[config.mk]
export PLATFORM = sky130hd
export DESIGN_NAME = ram_cell_flat
export DESIGN_NICKNAME = d
export VERILOG_FILES = /design/src/rtl/ram_cell_if.sv /design/src/rtl/ram_cell.sv /design/src/flat_wrapper.sv
export SDC_FILE = /design/constraint.sdc
export NUM_CORES = 1
export LEC_CHECK = 0
export ABC_AREA = 1
export CAP_MARGIN = 20
export CORE_ASPECT_RATIO = 1.5
export CORE_UTILIZATION = 54
export DETAILED_ROUTE_END_ITERATION = 8
export GPL_TIMING_DRIVEN = 0
export PLACE_DENSITY = 0.76
export SLEW_MARGIN = 0
export SYNTH_ARGS = -nofsm -noshare
export SYNTH_HDL_FRONTEND = slang
export SYNTH_SLANG_ARGS = --single-unit
[constraint.sdc]
create_clock -name clock -period 1.4 [get_ports clock]
set_clock_uncertainty 0.15 [all_clocks]
set_input_delay 0.21 -clock clock [delete_from_list [all_inputs] [get_ports clock]]
set_output_delay 0.21 -clock clock [all_outputs]
set_load 0.05 [all_outputs]
[src/rtl/ram_cell_if.sv]
// Address/data bundle for ram_cell: shared address, write and read strobes, registered read data.
interface ram_cell_if #(
    parameter int ADDR_W = 4,
    parameter int DATA_W = 4
) ();
    logic [ADDR_W-1:0] ad;
    logic              we;
    logic [DATA_W-1:0] wd;
    logic              re;
    logic [DATA_W-1:0] rd;

    modport master (output ad, we, wd, re, input rd);
    modport slave  (input ad, we, wd, re, output rd);
endinterface

[src/rtl/ram_cell.sv]
// Single-port 2^ADDR_W x DATA_W synchronous RAM with registered read data and synchronous clear.
// RAM_CELL_WRITE_THROUGH_EN: same-edge write+read returns wd instead of the old word.
module ram_cell #(
    parameter int ADDR_W = 4,
    parameter int DATA_W = 4
) (
    input  logic       clock,
    input  logic       reset,
    ram_cell_if.slave  bus
);
    localparam int DEPTH = 1 << ADDR_W;

    logic [DATA_W-1:0] mem [DEPTH];
    logic [DATA_W-1:0] rd_q;
    logic [DATA_W-1:0] rd_nxt;

    // Port is single-address, so a concurrent write and read always hit the same word.
    always_comb begin
        rd_nxt = mem[bus.ad];
`ifdef RAM_CELL_WRITE_THROUGH_EN
        if (bus.we) rd_nxt = bus.wd;
`endif
    end

    always_ff @(posedge clock) begin
        if (reset) begin
            for (int i = 0; i < DEPTH; i++) mem[i] <= '0;
            rd_q <= '0;
        end else begin
            if (bus.we) mem[bus.ad] <= bus.wd;
            if (bus.re) rd_q <= rd_nxt;
        end
    end

    assign bus.rd = rd_q;
endmodule

[src/flat_wrapper.sv]
// flat-port wrapper written by rule: the top's interface ports become plain ports
module ram_cell_flat 
#(
    parameter int ADDR_W = 4,
    parameter int DATA_W = 4
)
  (clock, reset, bus_ad, bus_we, bus_wd, bus_re, bus_rd);
  ram_cell_if #(.ADDR_W(ADDR_W), .DATA_W(DATA_W)) bus_i ();
  input  logic clock;
  input  logic reset;
  input wire logic [$bits(bus_i.ad)-1:0] bus_ad;
  input wire logic [$bits(bus_i.we)-1:0] bus_we;
  input wire logic [$bits(bus_i.wd)-1:0] bus_wd;
  input wire logic [$bits(bus_i.re)-1:0] bus_re;
  output wire logic [$bits(bus_i.rd)-1:0] bus_rd;
  assign bus_i.ad = bus_ad;
  assign bus_i.we = bus_we;
  assign bus_i.wd = bus_wd;
  assign bus_i.re = bus_re;
  assign bus_rd = bus_i.rd;
  ram_cell #(.ADDR_W(ADDR_W), .DATA_W(DATA_W)) u_core (.clock(clock), .reset(reset), .bus(bus_i));
endmodule
Word level (Yosys, flattened, before mapping)

Memory sizes are Yosys's and may differ from the RTL's. A register that Yosys moved wholly into a read port is not among the register bits.
Index checks and enable logic that the tools add are counted.

Output and inout bits: 4
Word-level logic and storage cells: 10
Bits in writable memories: 64
Register bits: 0
Memories kept: 1
Bits of input ports: 12

Reductions and logical operators: 1
Multiplexer cells: 8

Memory list:

| name       | words | width | read ports | clocked after memory_dff | wr ports | RTL line       | source |
|---|---|---|---|---|---|---|---|
| u_core.mem | 16    | 4     | 1          | 1                        | 16       | ram_cell.sv:13 | `logic [DATA_W-1:0] mem [DEPTH];` |

Operators by type and width:

| kind             | number |
|---|---|
| $mux W4          | 2 |
| $mux W1          | 6 |
| $reduce_or A4 Y1 | 1 |

Depth between registers and ports, before layout

Gate-level depths: netlist of the first run.

Depth after elaboration: 5
Depth in mapped cells: 10

Least setup slack after synthesis of the first run

OpenSTA, ideal clock, no wires.

Path kind: input to register
Start: input port bus_ad[1]
End: memory u_core.mem[10][0], enable pin
Buffers on the path: 1
Arrival time: 0.960 ns
Slack: -0.018 ns
Cell stages on the path: 5
Path through: buf_2 -> inv_2 -> nor3_2 -> nand2_1 -> nand2_1

RTL lines:

| element            | RTL line           | source |
|---|---|---|
| start: declaration | flat_wrapper.sv:11 | `input wire logic [$bits(bus_i.ad)-1:0] bus_ad;` |
| end: declaration   | ram_cell.sv:13     |  |

==> summary.txt, run 1 <==
Pwr
  • Combinational power share: 12.4%
  • Sw frac: 25.70%
  • Maximum vdd drop: 588.7 uV
  • Total internal power: 3184 uW
  • Psw: 1101 uW
  • Pwr/cell area: 1093 nW/um^2
  • Fraction of power consumed by sequential logic: 55.4%
  • LEAKAGE: 0.001729 uW
  • Clk network pwr share: 32.2%

Synthesis
  • Synth cell types: 12
  • Post-synth top area share: 60.09%
  • Post-Syn Area: 3198 sq um
  • Synthesized Nets: 385
  • Cells after Synth: 373
  • Flops & latches, synth: 68
  • Largest area contributor in the netlist: edfxtp_1
  • Mean Syn Cell Area: 8.574 sq um
  • Sequential fraction of the synthesis area: 62.60%
  • Top area cells in the synthesized netlist: edfxtp_1 (60%), nand2_1 (21%), nor2_1 (8.8%)
  • Ys Warns: 0

Clocking
  • Reg clk slew, reported paths: 0.07 ns
  • Clock Tree Root: clkbuf_8
  • CTS Hold Bufs: 0
  • Worst-Skew Late Latency: 0.35 ns
  • CTS buffer count: 9
  • CTS Sinks: 68
  • H-tree depth: 3
  • CTS tree: built
  • Clk buf depth: 2

Run
  • Max Cap Violations: 0

STA
  • Max Freq: 734.9 MHz
  • Final min period: 1.361 ns
  • Final Setup Violations: 0
  • Worst Max-Slew Pin Slew: 0.5302 ns
  • RSZ-0062 raised after global routing: no
  • Relative slew slack: 64.65%
  • Setup TNS: 0 ns
  • Max Transition Viols Final: 0
  • WHS: 0.3113 ns
  • Crit share post-route: 97.19%
  • Final Hold Fails: 0

Global route
  • First-pass GRT wire length: 11790 um
  • Number of global-route vias before repair: 2539
  • Initial antenna violation count: 0
  • Largest net degree at the start of global routing: 12
  • Grt ovf: 0
  • GRT Util Overall: 26.94%

Critical path
  • Critical Path Fanout Max: 10
  • Worst Path Arrival: 1.30 ns
  • WS Path Type: input port to register
  • Worst EP required: 1.34 ns
  • Crit start category: input port
  • Critical Path Source: bus_wd[1]
  • FF-to-FF Start: u_core.mem[13][1]
  • Crit. End Element: register

Finish
  • # nets final: 419
  • Commonest non-fill, non-tap cell in the layout: nand2_1
  • Synth-to-layout area growth: 22.54%
  • Most frequent cells in the layout: nand2_1 (156), nor2_1 (72), edfxtp_1 (64)
  • ANT cells: 0
  • Layout cells sized above 1: 20.87%

Detailed routing
  • Drt pass-1 iters: 4
  • Antenna Nets Post-Route: 0
  • WL final: 7659 um
  • Residual DRC: 0
  • First DRT Iteration DRCs: 254
  • Vias/cell: 5.335
  • DR vias: 2582
  • Avg WL per Cell: 15.82 um

Hold path
  • Min-delay worst type: input port to register
  • Hold path start: bus_ad[3]

Place
  • Detail Placement HPWL: 5127 um
  • Port Buf Inserts: 14
  • Gp weighted congestion: 0.8541

Die
  • FP Rows: 34
  • I/O Pins: 16
  • Die area: 6240 sq um
  • Vert. Die Dim: 96.25 um
  • CORE AREA: 5743 sq um
  • Die X: 64.84 um
  • Initial Util: 55.69%

Status
  • Status: complete, no violations
## metrics by stage
stage               total power [uW]  setup WS [ns]  cells  util (%)  instance area [sq um]
CTS                             4266       0.001904    479     66.23                   3804
finish                          4285        0.03934    484     68.24                   3919
floorplan                       2702       -0.01831    373         -                   3201
detailed placement              2865        -0.7977    459     59.74                   3431
global placement                2856        -0.8138    459     59.74                   3431
global route                    4448       0.002591    484     68.24                   3919
## Yosys cell counts, drive strengths merged
library cell / count
nor2: 75
dfxtp: 4
nand2: 180
nor3: 2
buf: 9
clkbuf: 6
o21ai: 4
inv: 13
nand3: 16
edfxtp: 64
## timing repair
action                                  4_1_cts  5_1_grt
pin swaps                                     2        4
endpoints found under the setup margin      136       64
buffers inserted                              4        5
gates resized for setup                      86       18
## critical path: stages
cell and delay, ns:
clkdlybuf4s50_1 0.40, inv_1 0.24, buf_2 0.34, nor2_1 0.10
## power by group through the flow
stage / registers, uW / logic (uW) / clock network [uW]
6_report: 2370 / 533 / 1380
5_1_grt: 2380 / 580 / 1490
4_1_cts: 2370 / 495 / 1400
3_5_place_dp: 2420 / 449 / 0
3_3_place_gp: 2410 / 444 / 0
2_1_floorplan: 2440 / 265 / 0
## logic make-up (layout without fill, tap and decap cells)
family | after synthesis | count (layout) | synth area share (%)
AO/OA/AOI/OAI | 4 | 4 | 0.6260
buffers and inverters | 28 | 67 | 3.717
flip-flops | 68 | 68 | 62.60
AND/OR/NAND/NOR | 273 | 273 | 33.06
## state kept, by name (all words and copies together), names as in the netlist
register	cells
u_core.mem	64
u_core.bus.rd	4
## worst paths after layout
kind / endpoint / slack (ns) / depth (start not counted)
worst max-delay path: u_core.mem[14][1] / 0.04 / 4
worst min-delay path: u_core.mem[2][1] / 0.31 / 4
worst max register to register: u_core.bus.rd[1] / 0.12 / 8
worst min register to register: u_core.bus.rd[3] / 0.37 / 2
## per-layer routing
metal | vias up | global-route usage [%] | part of all wire [%] | wire (um)
met5 | - | 0 | 0 | 0
met1 | 1209 | 28.07 | 38 | 2887
met4 | 0 | 19.44 | 3.7 | 280
li1 | 1261 | - | - | -
met3 | 22 | 6.635 | 5.5 | 420
met2 | 90 | 46.70 | 53 | 4071
## cell type report
class | count | area [sq um]
Buffer | 15 | 85.08
Clock buffer | 13 | 148.9
Clock inverter | 3 | 15.01
Fill cell | 442 | 1824
Inverter | 13 | 57.56
Multi-Input combinational cell | 277 | 1318
Sequential cell | 68 | 2002
Tap cell | 72 | 90.09
Timing Repair Buffer | 23 | 202.7
No activity file was read; power rests on OpenSTA's default activity.
==> inputs of run 2 (changes only) <==
Settings changed: CORE_UTILIZATION 54 to 56, CTS_BUF_LIST from default to sky130_fd_sc_hd__clkbuf_2 sky130_fd_sc_hd__clkbuf_4 sky130_fd_sc_hd__clkbuf_8, PLACE_DENSITY 0.76 to 0.78.
==> run 2 against run 1 <==
  * Sequential share of layout area increased by 1.5 points
  * Maximum frequency down 0.20%
  * Total power shrank 0.11%
  * Hold slack improved by 0.011 ns
  * Critical path type unchanged
  * Critical endpoint is now u_core.mem[11][1]
==> summary.txt, run 2 (synthesized netlist as in run 1, its figures left out) <==
Clocking
  • Clk buf depth: 2
  • CTS Sinks: 68
  • Reg clk slew, reported paths: 0.07 ns
  • H-tree depth: 3
  • Clock Tree Root: clkbuf_8
  • Worst-Skew Late Latency: 0.35 ns
  • CTS buffer count: 9
  • CTS Hold Bufs: 0
  • CTS tree: built

Global route
  • Initial antenna violation count: 0
  • Number of global-route vias before repair: 2477
  • Grt met1 use: 29.87%
  • Largest net degree at the start of global routing: 12
  • Grt ovf: 0
  • Global-route met3 utilization: 5.435%
  • First-pass GRT wire length: 11670 um
  • GRT busiest layer: met2
  • GRT Util Overall: 27.32%
  • Met2 Resource Use GR: 46.45%

Status
  • Status: complete, no violations

Finish
  • Reg with most FFs: u_core.mem
  • Commonest non-fill, non-tap cell in the layout: nand2_1
  • Most frequent cells in the layout: nand2_1 (156), nor2_1 (72), edfxtp_1 (64)
  • # nets final: 419
  • Layout cells sized above 1: 21.60%
  • Fin area: 3806 sq um
  • ANT cells: 0
  • Synth-to-layout area growth: 19.01%
  • Number of flip-flops in the largest register: 64

Critical path
  • R2R depth: 8
  • Crit. End Element: register
  • Critical Path Source: bus_wd[1]
  • Worst EP required: 1.34 ns
  • Crit start category: input port
  • Reg2reg setup slack: 0.14 ns
  • Worst Path Arrival: 1.30 ns
  • WS Path Type: input port to register
  • Critical Path Fanout Max: 10
  • Worst R2R End: u_core.bus.rd[1]
  • FF-to-FF Start: u_core.mem[2][1]

Detailed routing
  • WL final: 7325 um
  • Antenna Nets Post-Route: 0
  • Drt pass-1 iters: 6
  • Vias/cell: 5.326
  • DR vias: 2567
  • First DRT Iteration DRCs: 272
  • Avg WL per Cell: 15.20 um
  • Residual DRC: 0

Hold path
  • Min-delay worst type: input port to register
  • Hold path depth: 7
  • End of the worst hold path: u_core.bus.rd[3]
  • Hold path start: bus_ad[1]

STA
  • Worst Max-Slew Pin Slew: 0.4057 ns
  • Crit share post-route: 97.38%
  • Final Hold Fails: 0
  • Relative slew slack: 72.95%
  • Final min period: 1.363 ns
  • Max Transition Viols Final: 0
  • Max Freq: 733.5 MHz
  • Setup TNS: 0 ns
  • WHS: 0.3223 ns
  • RSZ-0062 raised after global routing: no
  • Final Setup Violations: 0

Pwr
  • Pwr/cell area: 1125 nW/um^2
  • LEAKAGE: 0.001694 uW
  • Maximum vdd drop: 715.1 uV

Die
  • Die X: 63.70 um
  • CORE AREA: 5492 sq um
  • FP Rows: 33
  • Vert. Die Dim: 94.56 um
  • Initial Util: 58.24%
  • I/O Pins: 16
  • Die area: 6023 sq um

Place
  • Gp weighted congestion: 0.8979
  • Port Buf Inserts: 14
  • Area after DPL: 3428 sq um
  • Detail Placement HPWL: 4988 um

Run
  • Max Cap Violations: 0
[run 2: cell types whose count changed in the layout (fill, tap and decap cells not counted), sizes merged]
cell	before	now
clkinv	3	4
clkbuf	17	18
inv	12	13
buf	25	22
dlymetal6s2s	1	0
dlygate4sd2	2	3
[run 2: power breakdown]
group	switching [uW]	leakage (uW)	internal, uW	total (uW)
registers	33.6	0.000643	2340	2370
logic	351	0.000958	147	498
clock network	714	0.0000923	697	1410
total	1100	0.00169	3180	4280
[run 2: worst max-delay path by stage]
stage | to | slack [ns] | cells after the start
6_report | u_core.mem[11][1] | 0.04 | 4
5_1_grt | u_core.mem[9][1] | 0.003 | 4
4_1_cts | u_core.mem[14][3] | 0.002 | 6
3_5_place_dp | u_core.mem[3][3] | -0.87 | 6
3_3_place_gp | u_core.mem[3][1] | -0.84 | 6
2_1_floorplan | u_core.mem[10][0] | -0.02 | 5
[run 2: per-layer routing]
layer | vias up | part of all wire [%]
met5 | - | 0
met3 | 29 | 8.0
met4 | 0 | 4.7
li1 | 1255 | -
met2 | 112 | 51
met1 | 1171 | 36
[run 2: timing repair]
item                                    4_1_cts  5_1_grt
setup buffers                                 7        2
pin swaps                                     3        2
endpoints found under the setup margin      136       63
endpoints found under the hold margin         0        0
resized for setup                            74       10
[run 2: final cells by class]
cell class / count / area (sq um)
fillers: 432 / 1685
flip-flops and latches: 68 / 2002
inverters: 13 / 48.80
well taps: 70 / 87.58
clock inverters: 5 / 27.53
clock buffers: 11 / 145.1
repair buffers: 23 / 182.7
plain buffers: 15 / 85.08
multi-input cells: 277 / 1227
[run 2: through the flow]
step / worst slack [ns] / total power [uW] / cells / utilization (%)
floorplan: -0.01831 / 2702 / 373 / -
global placement: -0.8392 / 2854 / 457 / 62.43
detailed placement: -0.8742 / 2865 / 457 / 62.43
CTS: 0.001767 / 4287 / 480 / 68.67
global route: 0.003256 / 4427 / 482 / 69.31
finish: 0.03663 / 4280 / 482 / 69.31
[run 2: worst max-delay path, stage by stage]
cell             delay [ns]
clkdlybuf4s50_1        0.40
inv_1                  0.25
clkbuf_2               0.36
nor2_1                 0.08
